### src/rtl/serv_mem_pkg.sv
// Shared encodings and lane-mask helpers for the parametrised serial load/store path.
package serv_mem_pkg;

  localparam logic [1:0] SZ_BYTE = 2'd0;
  localparam logic [1:0] SZ_HALF = 2'd1;
  localparam logic [1:0] SZ_WORD = 2'd2;

  typedef enum logic [2:0] {IDLE, BUS1, BUS2, LOAD, OUT} state_e;

  // Byte enables over a two-word window; size 3 behaves as a word.
  function automatic logic [7:0] mask_for(input logic [1:0] size, input logic [1:0] lsb);
    logic [7:0] m;
    case (size)
      SZ_BYTE: m = 8'h01;
      SZ_HALF: m = 8'h03;
      default: m = 8'h0F;
    endcase
    return m << lsb;
  endfunction

  function automatic logic [2:0] bytes_for(input logic [1:0] size);
    case (size)
      SZ_BYTE: return 3'd1;
      SZ_HALF: return 3'd2;
      default: return 3'd4;
    endcase
  endfunction

endpackage

### src/rtl/serv_mem_ext.sv
// Aligns the 64-bit read window to the access offset, then truncates and extends.
module serv_mem_ext
  import serv_mem_pkg::*;
(
  input  logic [31:0] rdt0_i,
  input  logic [31:0] rdt1_i,
  input  logic [1:0]  lsb_i,
  input  logic [1:0]  size_i,
  input  logic        signed_i,
  output logic [31:0] dat_o
);

  logic [31:0] raw;
  assign raw = 32'({rdt1_i, rdt0_i} >> {lsb_i, 3'b000});

  always_comb begin
    case (size_i)
      SZ_BYTE: dat_o = {{24{signed_i & raw[7]}}, raw[7:0]};
      SZ_HALF: dat_o = {{16{signed_i & raw[15]}}, raw[15:0]};
      default: dat_o = raw;
    endcase
  end

endmodule

### src/rtl/serv_mem_ser.sv
// Bit-serial load/store data path: serial store data in, Wishbone access(es),
// sign/zero-extended load data serially out, W bits per beat.
module serv_mem_ser
  import serv_mem_pkg::*;
#(
  parameter int W                = 1,
  parameter bit SPLIT_MISALIGNED = 1'b0
) (
  input  logic          i_clk,
  input  logic          i_rst,
  input  logic          i_en,
  input  logic [W-1:0]  i_rs2,
  output logic [W-1:0]  o_rd,
  input  logic          i_req,
  input  logic          i_we,
  input  logic          i_signed,
  input  logic [1:0]    i_size,
  input  logic [31:0]   i_addr,
  output logic          o_misalign,
  output logic          o_done,
  output logic [31:0]   o_wb_adr,
  output logic [31:0]   o_wb_dat,
  output logic [3:0]    o_wb_sel,
  output logic          o_wb_we,
  output logic          o_wb_cyc,
  input  logic [31:0]   i_wb_rdt,
  input  logic          i_wb_ack
);

  localparam int BEATS = 32 / W;
  localparam int CW    = $clog2(BEATS);

  state_e        state_q, state_d;
  logic [31:0]   sreg_q;
  logic [CW-1:0] cnt_q;
  logic [29:0]   adr_q;
  logic [1:0]    lsb_q, size_q;
  logic          signed_q, we_q, cross_q;
  logic [31:0]   rdt0_q, rdt1_q;
  logic          done_q, done_d, mis_q, mis_d;

  logic          req_mis, req_cross, in_bus, in_bus2;
  logic [7:0]    mask8;
  logic [63:0]   dat64;
  logic [29:0]   wadr;
  logic [31:0]   ext_dat;

  assign req_mis   = ((i_size == SZ_HALF) & i_addr[0]) |
                     ((i_size != SZ_BYTE) & (i_size != SZ_HALF) & (|i_addr[1:0]));
  assign req_cross = ({1'b0, i_addr[1:0]} + bytes_for(i_size)) > 3'd4;

  always_comb begin
    state_d = state_q;
    done_d  = 1'b0;
    mis_d   = 1'b0;
    case (state_q)
      IDLE: if (i_req) begin
        if (req_mis && !SPLIT_MISALIGNED) mis_d = 1'b1;
        else                              state_d = BUS1;
      end
      BUS1: if (i_wb_ack) begin
        if (cross_q)   state_d = BUS2;
        else if (we_q) begin state_d = IDLE; done_d = 1'b1; end
        else           state_d = LOAD;
      end
      BUS2: if (i_wb_ack) begin
        if (we_q) begin state_d = IDLE; done_d = 1'b1; end
        else      state_d = LOAD;
      end
      LOAD: begin state_d = OUT; done_d = 1'b1; end
      OUT:  if (i_en && (cnt_q == CW'(BEATS - 1))) state_d = IDLE;
      default: state_d = IDLE;
    endcase
  end

  always_ff @(posedge i_clk or posedge i_rst) begin
    if (i_rst) begin
      state_q  <= IDLE;
      sreg_q   <= '0;
      cnt_q    <= '0;
      adr_q    <= '0;
      lsb_q    <= '0;
      size_q   <= '0;
      signed_q <= 1'b0;
      we_q     <= 1'b0;
      cross_q  <= 1'b0;
      rdt0_q   <= '0;
      rdt1_q   <= '0;
      done_q   <= 1'b0;
      mis_q    <= 1'b0;
    end else begin
      state_q <= state_d;
      done_q  <= done_d;
      mis_q   <= mis_d;
      case (state_q)
        IDLE: begin
          if (i_en) sreg_q <= {i_rs2, sreg_q[31:W]};
          if (i_req) begin
            adr_q    <= i_addr[31:2];
            lsb_q    <= i_addr[1:0];
            size_q   <= i_size;
            we_q     <= i_we;
            signed_q <= i_signed;
            cross_q  <= SPLIT_MISALIGNED && req_cross;
            rdt1_q   <= '0;
          end
        end
        BUS1: if (i_wb_ack) rdt0_q <= i_wb_rdt;
        BUS2: if (i_wb_ack) rdt1_q <= i_wb_rdt;
        LOAD: begin
          sreg_q <= ext_dat;
          cnt_q  <= '0;
        end
        OUT: if (i_en) begin
          sreg_q <= sreg_q >> W;
          cnt_q  <= cnt_q + CW'(1);
        end
        default: ;
      endcase
    end
  end

  // Second beat of a split access addresses the next word, wrapping at 2^32.
  assign in_bus  = (state_q == BUS1) || (state_q == BUS2);
  assign in_bus2 = (state_q == BUS2);
  assign mask8   = mask_for(size_q, lsb_q);
  assign dat64   = {32'b0, sreg_q} << {lsb_q, 3'b000};
  assign wadr    = adr_q + {29'b0, in_bus2};

  assign o_wb_cyc   = in_bus;
  assign o_wb_we    = in_bus & we_q;
  assign o_wb_adr   = in_bus ? {wadr, 2'b00} : '0;
  assign o_wb_sel   = !in_bus ? 4'h0 : (in_bus2 ? mask8[7:4] : mask8[3:0]);
  assign o_wb_dat   = !in_bus ? 32'h0 : (in_bus2 ? dat64[63:32] : dat64[31:0]);
  assign o_done     = done_q;
  assign o_misalign = mis_q;
  assign o_rd       = (state_q == OUT) ? sreg_q[W-1:0] : '0;

  serv_mem_ext u_ext (
    .rdt0_i   (rdt0_q),
    .rdt1_i   (rdt1_q),
    .lsb_i    (lsb_q),
    .size_i   (size_q),
    .signed_i (signed_q),
    .dat_o    (ext_dat)
  );

endmodule

### config.mk
export PLATFORM = sky130hd
export DESIGN_NAME = serv_mem_ser
export DESIGN_NICKNAME = d
export VERILOG_FILES = /design/src/rtl/serv_mem_pkg.sv /design/src/rtl/serv_mem_ext.sv /design/src/rtl/serv_mem_ser.sv
export SDC_FILE = /design/constraint.sdc
export NUM_CORES = 1
export LEC_CHECK = 0
export ABC_AREA = 1
export BUFFER_PORTS_ARGS = -buffer_cell sky130_fd_sc_hd__buf_4
export CAP_MARGIN = 20
export CORE_MARGIN = 5
export CORE_UTILIZATION = 44
export DETAILED_ROUTE_END_ITERATION = 12
export PLACE_DENSITY_LB_ADDON = 0.3
export SLEW_MARGIN = 20
export SYNTH_ARGS = -nofsm -noshare
export SYNTH_HDL_FRONTEND = slang
export SYNTH_SLANG_ARGS = --single-unit
### constraint.sdc
create_clock -name i_clk -period 5.2 [get_ports i_clk]
set_clock_uncertainty 0.15 [all_clocks]
set_input_delay 0 -clock i_clk [delete_from_list [all_inputs] [get_ports i_clk]]
set_output_delay 0 -clock i_clk [all_outputs]
set_load 0.01 [all_outputs]
==> run_results.csv, run 1 <==
group,metric,value,unit
status,outcome,"complete, no violations",
synthesis,yosys_warnings,0,
global_route,grt_use_met2,33.8,%
synthesis,synth_edf_count,0,
power_and_ir_drop,power.density,617,nW/µm²
sta,rsz0062_at_grt,"false",
sta,worstMarginPinSlew,0.980,ns
detailed_routing,ant_nets,0,
detailed_routing,vias_per_cell,5.35,
floorplanning,die_area,22800,µm²
synthesis,ys_seq_area_share,38.3,%
job,maxCapViolCount,0,
synthesis,netlist_instances,1211,
cts,root_buffer,"clkbuf_16",
floorplanning,rows,51,
sta,max_clock_freq,0.271,GHz
synthesis,synthDistinctLibCells,40,
cts,cts_resized,0,
global_route,grt_max_degree,110,
final_layout,layout-drive-gt1-share,18.7,%
worst_setup_path,crit_path_max_fanout,30,
worst_setup_path,r2r-start,"state_q[2]$_DFFE_PP0P_",
final_layout,area_delta_synth_final,27.3,%
sta,fin_crit,3.69,ns
cts,cts_hold_buf,74,
synthesis,syn_area,8750,µm²
sta,setup_tns,0,ns
floorplanning,start_util,44.8,%
detailed_routing,drt_pass1_iterations,5,
cts,clkTransAtPathRegs,0.06,ns
worst_setup_path,rrSetupSlack,2.57,ns
detailed_routing,route.vias.total,8867,
worst_setup_path,startpoint_type,"flop",
detailed_routing,drt_iter0_drc,809,
worst_setup_path,worstPathRequired,5.05,ns
floorplanning,die_w,151,µm
global_route,grt_pass1_wl,42400,µm
place,gp_congestion,0.934,
power_and_ir_drop,p_leak,0.00526,µW
global_route,grt_util_met3,4.04,%
worst_setup_path,critPathCaptureType,"primary output",
global_route,antenna_found_initial,0,
detailed_routing,drcViolationCount,0,
worst_setup_path,reg2reg_depth,7,
worst_setup_path,worstSetupPathType,"flop to primary output",
sta,post-route-period-util,70.9,%
final_layout,nets,1458,
cts,cts_buffer_depth,2,
floorplanning,core,19500,µm²
global_route,grt_pass1_vias,8251,
cts,clk_latency,0.42,ns
final_layout,instances_no_fill,1658,
sta,slew_viol_final,0,
power_and_ir_drop,peakVddDrop,306,µV
sta,setup_viol,0,
sta,hold_viol,0,
final_layout,final_core_util,57.0,%
sta,slew_headroom,34.7,%
detailed_routing,wire_per_inst,15.8,µm
place,dp_cells,1552,
synthesis,async_reset_ff_share,100,%
place,pre_cts_ws,2.05,ns
min_path,hold_class,"input port to asynchronous set/reset pin",
cts,htreeDepth,4,
sta,worst_slack,1.51,ns
synthesis,synth-seq-cells,134,
detailed_routing,drt_wl_total,26200,µm
synthesis,avgSynthCellArea,7.23,µm²
worst_setup_path,arrival,3.54,ns
place,port_buffers,144,
synthesis,synth_flop_cell,"dfrtp_1",
global_route,grt_use_met1,35.4,%
cts,cts.sinks,134,
global_route,top_usage_layer,"met1",
cts,cts_tree,"yes",
cts,numCtsBuffers,17,
power_and_ir_drop,power.total,6880,µW
place,dpl.hpwl,18300,µm
cts,post-cts-setup-buffer-count,0,
final_layout,diodes,0,
global_route,grt_overflow,0,
floorplanning,num_io_pins,147,
worst_setup_path,r2r-end,"o_done$_DFF_PP0_",
global_route,track_usage,23.2,%
floorplanning,fp.dieH,151,µm
## cells by family (layout without fill, tap and decap cells)
logic type / Yosys count / after routing / synth area share [%]
AOI/OAI and AO/OA: 242 / 242 / 14.5
xor gates and xnor gates: 7 / 7 / 0.701
adders and majority gates: 4 / 4 / 0.572
buffers and inverters: 177 / 358 / 9.67
DFF: 134 / 134 / 38.3
muxes: 46 / 46 / 7.03
other: 1 / 2 / 0.0429
and+or+nand+nor: 600 / 600 / 29.1
## where the power goes
group / internal [µW] / total [µW] / leakage, µW / switching [µW]
registers: 1480 / 1940 / 0.00160 / 461
logic: 1440 / 3650 / 0.00335 / 2210
clock network: 804 / 1280 / 0.000304 / 480
## layout by cell type (no fill, tap or decap), types with 4 or more instances in the layout
cell type,count
o211ai_1,11
bufinv_16,4
mux2_4,26
nand2_1,304
inv_2,8
nand2_2,5
ha_1,4
clkinv_2,4
nand3_1,142
dfrtp_1,132
inv_1,90
clkinv_4,6
nor3_1,10
o21ai_1,8
xnor2_1,4
clkbuf_16,17
a22oi_1,7
buf_4,150
nor2_1,121
mux2_2,20
dlygate4sd3_1,74
o21ai_0,115
a21oi_1,94
## state kept, by name (all words and copies together), names as in the netlist, 2 cells and up
name     flops
rdt1_q      24
adr_q       30
cnt_q        5
state_q      3
rdt0_q      32
lsb_q        2
size_q       2
sreg_q      32
## area by class of cell
cell class,count,area (µm²)
Timing Repair Buffer,224,1870
Clock inverter,15,203
Inverter,102,397
Multi-Input combinational cell,901,4560
Clock buffer,17,425
Sequential cell,134,3360
Fill cell,1831,8390
Tap cell,265,332
## layer usage
| layer | part of all wire (%) | vias to the layer above |
|---|---|---|
| met2 | 43 | 361 |
| met3 | 7.0 | 38 |
| met5 | 0 | - |
| li1 | - | 4317 |
| met4 | 1.5 | 0 |
| met1 | 48 | 4151 |
## how the worst max path moves through the flow
stage	start	to	slack (ns)	depth (start not counted)
final	state_q[2]$_DFFE_PP0P_	o_wb_adr[29]	1.51	12
after global routing	state_q[2]$_DFFE_PP0P_	o_wb_adr[30]	1.24	13
after CTS	state_q[2]$_DFFE_PP0P_	o_wb_adr[29]	1.59	12
after detailed placement	state_q[2]$_DFFE_PP0P_	o_wb_adr[29]	2.05	12
after global placement	state_q[2]$_DFFE_PP0P_	o_wb_adr[29]	2.12	12
after floorplan	i_rst	adr_q[0]$_DFFE_PP0P_	1.47	1
## critical path, stage by stage, from the launching register on
cell and delay [ns]:
dfrtp_1 0.43, inv_2 0.11, nand3_2 0.43, inv_2 0.66, ha_1 0.25, nand2_1 0.14
nor2_1 0.30, and3_1 0.29, nand2_1 0.07, nand2_1 0.06, nand2_1 0.06, nor2_1 0.14
buf_4 0.16
## synthesized netlist by cell type (all sizes together), types with 10 or more instances
cell type  count  area, µm²
a21oi         95        479
buf           60        395
clkbuf        15       57.6
dfrtp        134       3350
inv          100        375
mux2          46        616
nand2        312       1200
nand3        144        731
nor2         128        527
nor3          10       50.1
o211ai        11       82.6
o21ai        124        624
## per-stage QoR
step | hold slack (ns) | area (µm²)
after detailed placement | 0.0860 | 9760
after global placement | 0.0819 | 9760
final | 0.184 | 11100
after CTS | 0.183 | 11100
after global routing | 0.190 | 11100
after floorplan | -0.0404 | 8750
Note: power is estimated with default switching activity, not from simulation.
==> inputs of run 2 (changes only) <==
==> constraint.sdc (replaced) <==
create_clock -name i_clk -period 3.15 [get_ports i_clk]
set_clock_uncertainty 0.15 [all_clocks]
set_input_delay 0 -clock i_clk [delete_from_list [all_inputs] [get_ports i_clk]]
set_output_delay 0 -clock i_clk [all_outputs]
set_load 0.01 [all_outputs]
==> run_results.csv, run 2 (synthesis gave the netlist of run 1 again) <==
group,metric,value,unit
global_route,grt_use_met1,35.9,%
detailed_routing,drt_iter0_drc,867,
final_layout,layout-drive-gt1-share,19.0,%
detailed_routing,route.vias.total,8879,
worst_setup_path,r2r-end,"adr_q[5]$_DFFE_PP0P_",
job,maxCapViolCount,0,
floorplanning,die_area,22800,µm²
power_and_ir_drop,power.density,1010,nW/µm²
place,gp_congestion,0.956,
detailed_routing,drt_pass1_iterations,6,
place,dpl.hpwl,18200,µm
final_layout,top_regs,"rdt0_q x32, sreg_q x32, adr_q x30",
min_path,hold_end,"adr_q[8]$_DFFE_PP0P_",
floorplanning,fp.dieH,151,µm
global_route,grt_max_degree,135,
worst_setup_path,critPathCaptureType,"primary output",
detailed_routing,wire_per_inst,15.9,µm
worst_setup_path,reg2reg_depth,9,
power_and_ir_drop,peakVddDrop,472,µV
global_route,grt_overflow,0,
floorplanning,rows,51,
floorplanning,num_io_pins,147,
final_layout,area_delta_synth_final,29.5,%
detailed_routing,ant_nets,0,
sta,slew_viol_final,0,
cts,cts.sinks,134,
worst_setup_path,crit_path_max_fanout,10,
final_layout,stdcell_area,11300,µm²
final_layout,final_common_cell,"nand2_1",
cts,htreeDepth,4,
worst_setup_path,worstSetupPathType,"flop to primary output",
sta,fin_hold_ws,0.188,ns
cts,cts_tree,"yes",
cts,root_buffer,"clkbuf_16",
final_layout,final_cell_mix,"304 x nand2_1, 155 x buf_4, 142 x nand3_1",
cts,clk_latency,0.43,ns
global_route,grt_pass1_vias,8362,
sta,setup_tns,0,ns
final_layout,diodes,0,
global_route,grt_pass1_wl,43100,µm
detailed_routing,vias_per_cell,5.29,
global_route,antenna_found_initial,0,
cts,clkTransAtPathRegs,0.06,ns
detailed_routing,drt_wl_total,26700,µm
global_route,top_usage_layer,"met1",
min_path,hold_class,"input port to flop",
floorplanning,die_w,151,µm
worst_setup_path,rrSetupSlack,0.52,ns
global_route,track_usage,23.7,%
worst_setup_path,r2r-start,"state_q[1]$_DFFE_PP0P_",
min_path,whs_path_depth,3,
sta,max_clock_freq,0.366,GHz
global_route,grt_util_met3,4.94,%
cts,cts_buffer_depth,2,
worst_setup_path,startpoint_type,"flop",
final_layout,nets,1478,
sta,slew_headroom,43.3,%
sta,rsz0062_at_grt,"false",
status,outcome,"complete, no violations",
floorplanning,start_util,44.8,%
detailed_routing,drcViolationCount,0,
sta,hold_viol,0,
worst_setup_path,worstPathRequired,3.00,ns
sta,post-route-period-util,86.7,%
sta,setup_viol,0,
floorplanning,core,19500,µm²
worst_setup_path,arrival,2.58,ns
min_path,hold_path.startpoint,"i_addr[10]",
power_and_ir_drop,p_leak,0.00536,µW
cts,numCtsBuffers,17,
sta,fin_crit,2.73,ns
place,port_buffers,144,
place,postPlaceCellArea,9860,µm²
sta,worstMarginPinSlew,0.849,ns
global_route,grt_use_met2,33.9,%
run 2: changes by cell type in the layout (fill, tap and decap cells not counted), sizes merged:
cell,delta
bufinv,-1
clkinv,+2
clkinvlp,-1
buf,+8
dlygate4sd3,+12
run 2: repair_timing:
action | CTS | global route
hold buffers | 86 | 0
hold endpoints to repair | 237 | 0
gates resized for setup | 0 | 0
buffers inserted | 0 | 0
run 2: through the flow:
step / setup WS [ns] / power (µW) / util [%] / std cells
detailed placement: 0.931 / 9190 / 50.5 / 1560
CTS: 0.457 / 11400 / 58.0 / 1678
global placement: 0.989 / 9070 / 50.5 / 1560
finish: 0.419 / 11500 / 58.0 / 1678
floorplan: 0.981 / 7260 / - / 1212
global route: 0.260 / 12400 / 58.0 / 1678
run 2: metal layers:
layer | vias to the layer above | wire (µm)
met1 | 4115 | 12700
met2 | 359 | 11400
met5 | - | 0
li1 | 4359 | -
met3 | 46 | 2090
met4 | 0 | 547
run 2: worst max-delay path by stage:
stage / startpoint / to / slack (ns) / depth (start not counted)
finish: state_q[2]$_DFFE_PP0P_ / o_wb_adr[29] / 0.42 / 12
global route: state_q[2]$_DFFE_PP0P_ / o_wb_adr[17] / 0.26 / 11
CTS: state_q[2]$_DFFE_PP0P_ / o_wb_adr[29] / 0.46 / 12
detailed placement: state_q[2]$_DFFE_PP0P_ / o_wb_adr[29] / 0.93 / 12
global placement: state_q[2]$_DFFE_PP0P_ / o_wb_adr[29] / 0.99 / 12
floorplan: state_q[2]$_DFFE_PP0P_ / o_wb_adr[29] / 0.98 / 13
run 2: report_power, final:
part           switching [µW]  internal, µW
Clock                     809          1250
Sequential                727          2450
Combinational            3740          2510
Total                    5270          6210
run 2: critical path, cell delays in order, from the launching register on:
cell and delay [ns]:
dfrtp_1 0.43, inv_2 0.11, nand3_2 0.08, inv_2 0.20, ha_1 0.19, nand2_1 0.13, nor2_1 0.30, and3_1 0.28
nand2_1 0.07, nand2_1 0.06, nand2_1 0.05, nor2_1 0.10, buf_4 0.15
run 2: cell type report:
type / count / area, µm²
inverter: 102 / 397
clock inverter: 15 / 180
timing repair buffer: 244 / 2080
fill: 1800 / 8200
sequential: 134 / 3360
multi-input combinational: 901 / 4560
clock buffer: 17 / 425
tap: 265 / 332
==> inputs of run 3 (changes only) <==
--- a/config.mk
+++ b/config.mk
@@ -6,7 +6,7 @@
 export NUM_CORES = 1
 export LEC_CHECK = 0
 export ABC_AREA = 1
-export BUFFER_PORTS_ARGS = -buffer_cell sky130_fd_sc_hd__buf_4
+export BUFFER_PORTS_ARGS = -buffer_cell sky130_fd_sc_hd__buf_2
 export CAP_MARGIN = 20
 export CORE_MARGIN = 5
 export CORE_UTILIZATION = 44
==> run_results.csv, run 3 (synthesis gave the netlist of run 1 again) <==
group,metric,value,unit
detailed_routing,wire_per_inst,15.6,µm
status,outcome,"complete, no violations",
detailed_routing,ant_nets,0,
worst_setup_path,critPathCaptureType,"primary output",
floorplanning,start_util,44.8,%
final_layout,final_cell_mix,"304 x nand2_1, 144 x buf_2, 142 x nand3_1",
detailed_routing,drt_iter0_drc,800,
cts,cts_buffer_depth,2,
floorplanning,core,19500,µm²
job,maxCapViolCount,0,
global_route,grt_overflow,0,
global_route,grt_pass1_vias,8126,
sta,hold_viol,0,
power_and_ir_drop,p_leak,0.00524,µW
cts,numCtsBuffers,17,
global_route,grt_max_degree,67,
sta,fin_crit,2.86,ns
sta,slew_viol_final,0,
worst_setup_path,worstSetupPathType,"flop to primary output",
worst_setup_path,crit_path_max_fanout,44,
detailed_routing,route.vias.total,8815,
power_and_ir_drop,pwr-share-comb,52.1,%
final_layout,fillers,1883,
detailed_routing,vias_per_cell,5.28,
final_layout,area_delta_synth_final,24.3,%
cts,cts_resized,0,
global_route,grt_pass1_wl,42200,µm
power_and_ir_drop,peakVddDrop,473,µV
power_and_ir_drop,p_int,5940,µW
worst_setup_path,arrival,2.71,ns
cts,clkTransAtPathRegs,0.06,ns
final_layout,top_regs,"rdt0_q x32, sreg_q x32, adr_q x30",
floorplanning,die_area,22800,µm²
floorplanning,rows,51,
sta,slew_headroom,44.4,%
place,port_buffers,144,
sta,post-route-period-util,90.7,%
final_layout,final_core_util,55.7,%
floorplanning,fp.dieH,151,µm
power_and_ir_drop,pwr-share-clk,19.2,%
global_route,antenna_found_initial,0,
power_and_ir_drop,netSwitchingPower,5090,µW
power_and_ir_drop,p_sw_share,46.1,%
sta,worstMarginPinSlew,0.833,ns
detailed_routing,drt_pass1_iterations,6,
final_layout,layout-drive-gt1-share,19.1,%
final_layout,nets,1468,
sta,rsz0062_at_grt,"false",
power_and_ir_drop,power_frac_seq,28.7,%
power_and_ir_drop,power.total,11000,µW
cts,htreeDepth,4,
worst_setup_path,worstPathRequired,3.00,ns
min_path,hold_class,"input port to flop",
detailed_routing,drt_wl_total,26000,µm
floorplanning,die_w,151,µm
final_layout,final_common_cell,"nand2_1",
cts,root_buffer,"clkbuf_16",
global_route,track_usage,23.0,%
worst_setup_path,startpoint_type,"flop",
cts,clk_latency,0.42,ns
sta,setup_tns,0,ns
power_and_ir_drop,power.density,1010,nW/µm²
floorplanning,num_io_pins,147,
place,gp_congestion,0.946,
detailed_routing,drcViolationCount,0,
cts,cts_tree,"yes",
sta,setup_viol,0,
sta,max_clock_freq,0.350,GHz
place,dpl.hpwl,18400,µm
cts,cts.sinks,134,
==> run 3: cell types whose count changed in the layout (fill, tap and decap cells not counted), sizes merged <==
cell | before | now
bufinv | 3 | 4
buf | 158 | 159
inv | 101 | 99
diode | 0 | 1
dlygate4sd3 | 86 | 75
clkinv | 12 | 8
clkbuf | 17 | 22
==> run 3: critical path, stage by stage, from the launching register on <==
cell	delay, ns
dfrtp_1	0.44
inv_2	0.09
nand3_2	0.11
buf_4	0.27
nand2_2	0.32
inv_2	0.72
nor2_1	0.15
buf_2	0.18
==> run 3: routing by layer <==
| layer | GRT usage (%) | share of wire (%) |
|---|---|---|
| met1 | 35.3 | 48 |
| met2 | 33.0 | 43 |
| met3 | 3.92 | 7.3 |
| met4 | 6.94 | 1.5 |
| met5 | 0 | 0 |
==> run 3: path summary, 6_finish.rpt <==
kind	from	end	cells after the start	slack (ns)
worst max register to register	state_q[2]$_DFFE_PP0P_	o_done$_DFF_PP0_	8	0.66
worst min register to register	sreg_q[9]$_DFFE_PP0P_	sreg_q[9]$_DFFE_PP0P_	2	0.36
worst max-delay path	state_q[2]$_DFFE_PP0P_	o_wb_adr[29]	7	0.29
max in group asynchronous	i_rst	lsb_q[1]$_DFFE_PP0P_	6	1.65
worst min-delay path	i_addr[10]	adr_q[8]$_DFFE_PP0P_	3	0.19
min in group asynchronous	i_rst	adr_q[0]$_DFFE_PP0P_	4	0.50
==> run 3: through the flow <==
step	hold slack, ns	instance area, µm²	std cells	worst slack [ns]
2_1_floorplan	-0.0404	8760	1212	0.981
3_3_place_gp	0.0827	9480	1560	0.842
3_5_place_dp	0.0858	9480	1560	0.722
4_1_cts	0.179	10800	1666	0.332
5_1_grt	0.195	10900	1668	0.153
6_report	0.191	10900	1669	0.294
==> run 3: power groups by stage <==
stage                     clock [µW]  sequential (µW)  combinational [µW]
after floorplan                    0             2910                4350
after global routing            2210             3260                6420
after global placement             0             3150                5530
after CTS                       2140             3140                5720
after detailed placement           0             3160                5610
final                           2120             3160                5740
==> run 3: layout make-up <==
cell class	instances	area, µm²	share of cell area, %
antenna	1	2.50	0.0230
clock inverter	10	150	1.38
tap	265	332	3.05
inverter	102	397	3.65
clock buffer	22	474	4.36
multi-input combinational	901	4560	41.9
timing repair buffer	234	1610	14.8
sequential	134	3360	30.9
==> run 3: repair_timing <==
action                    4_1_cts  5_1_grt
hold endpoints to repair      144        8
setup buffers                   0        0
hold buffers                   74        1
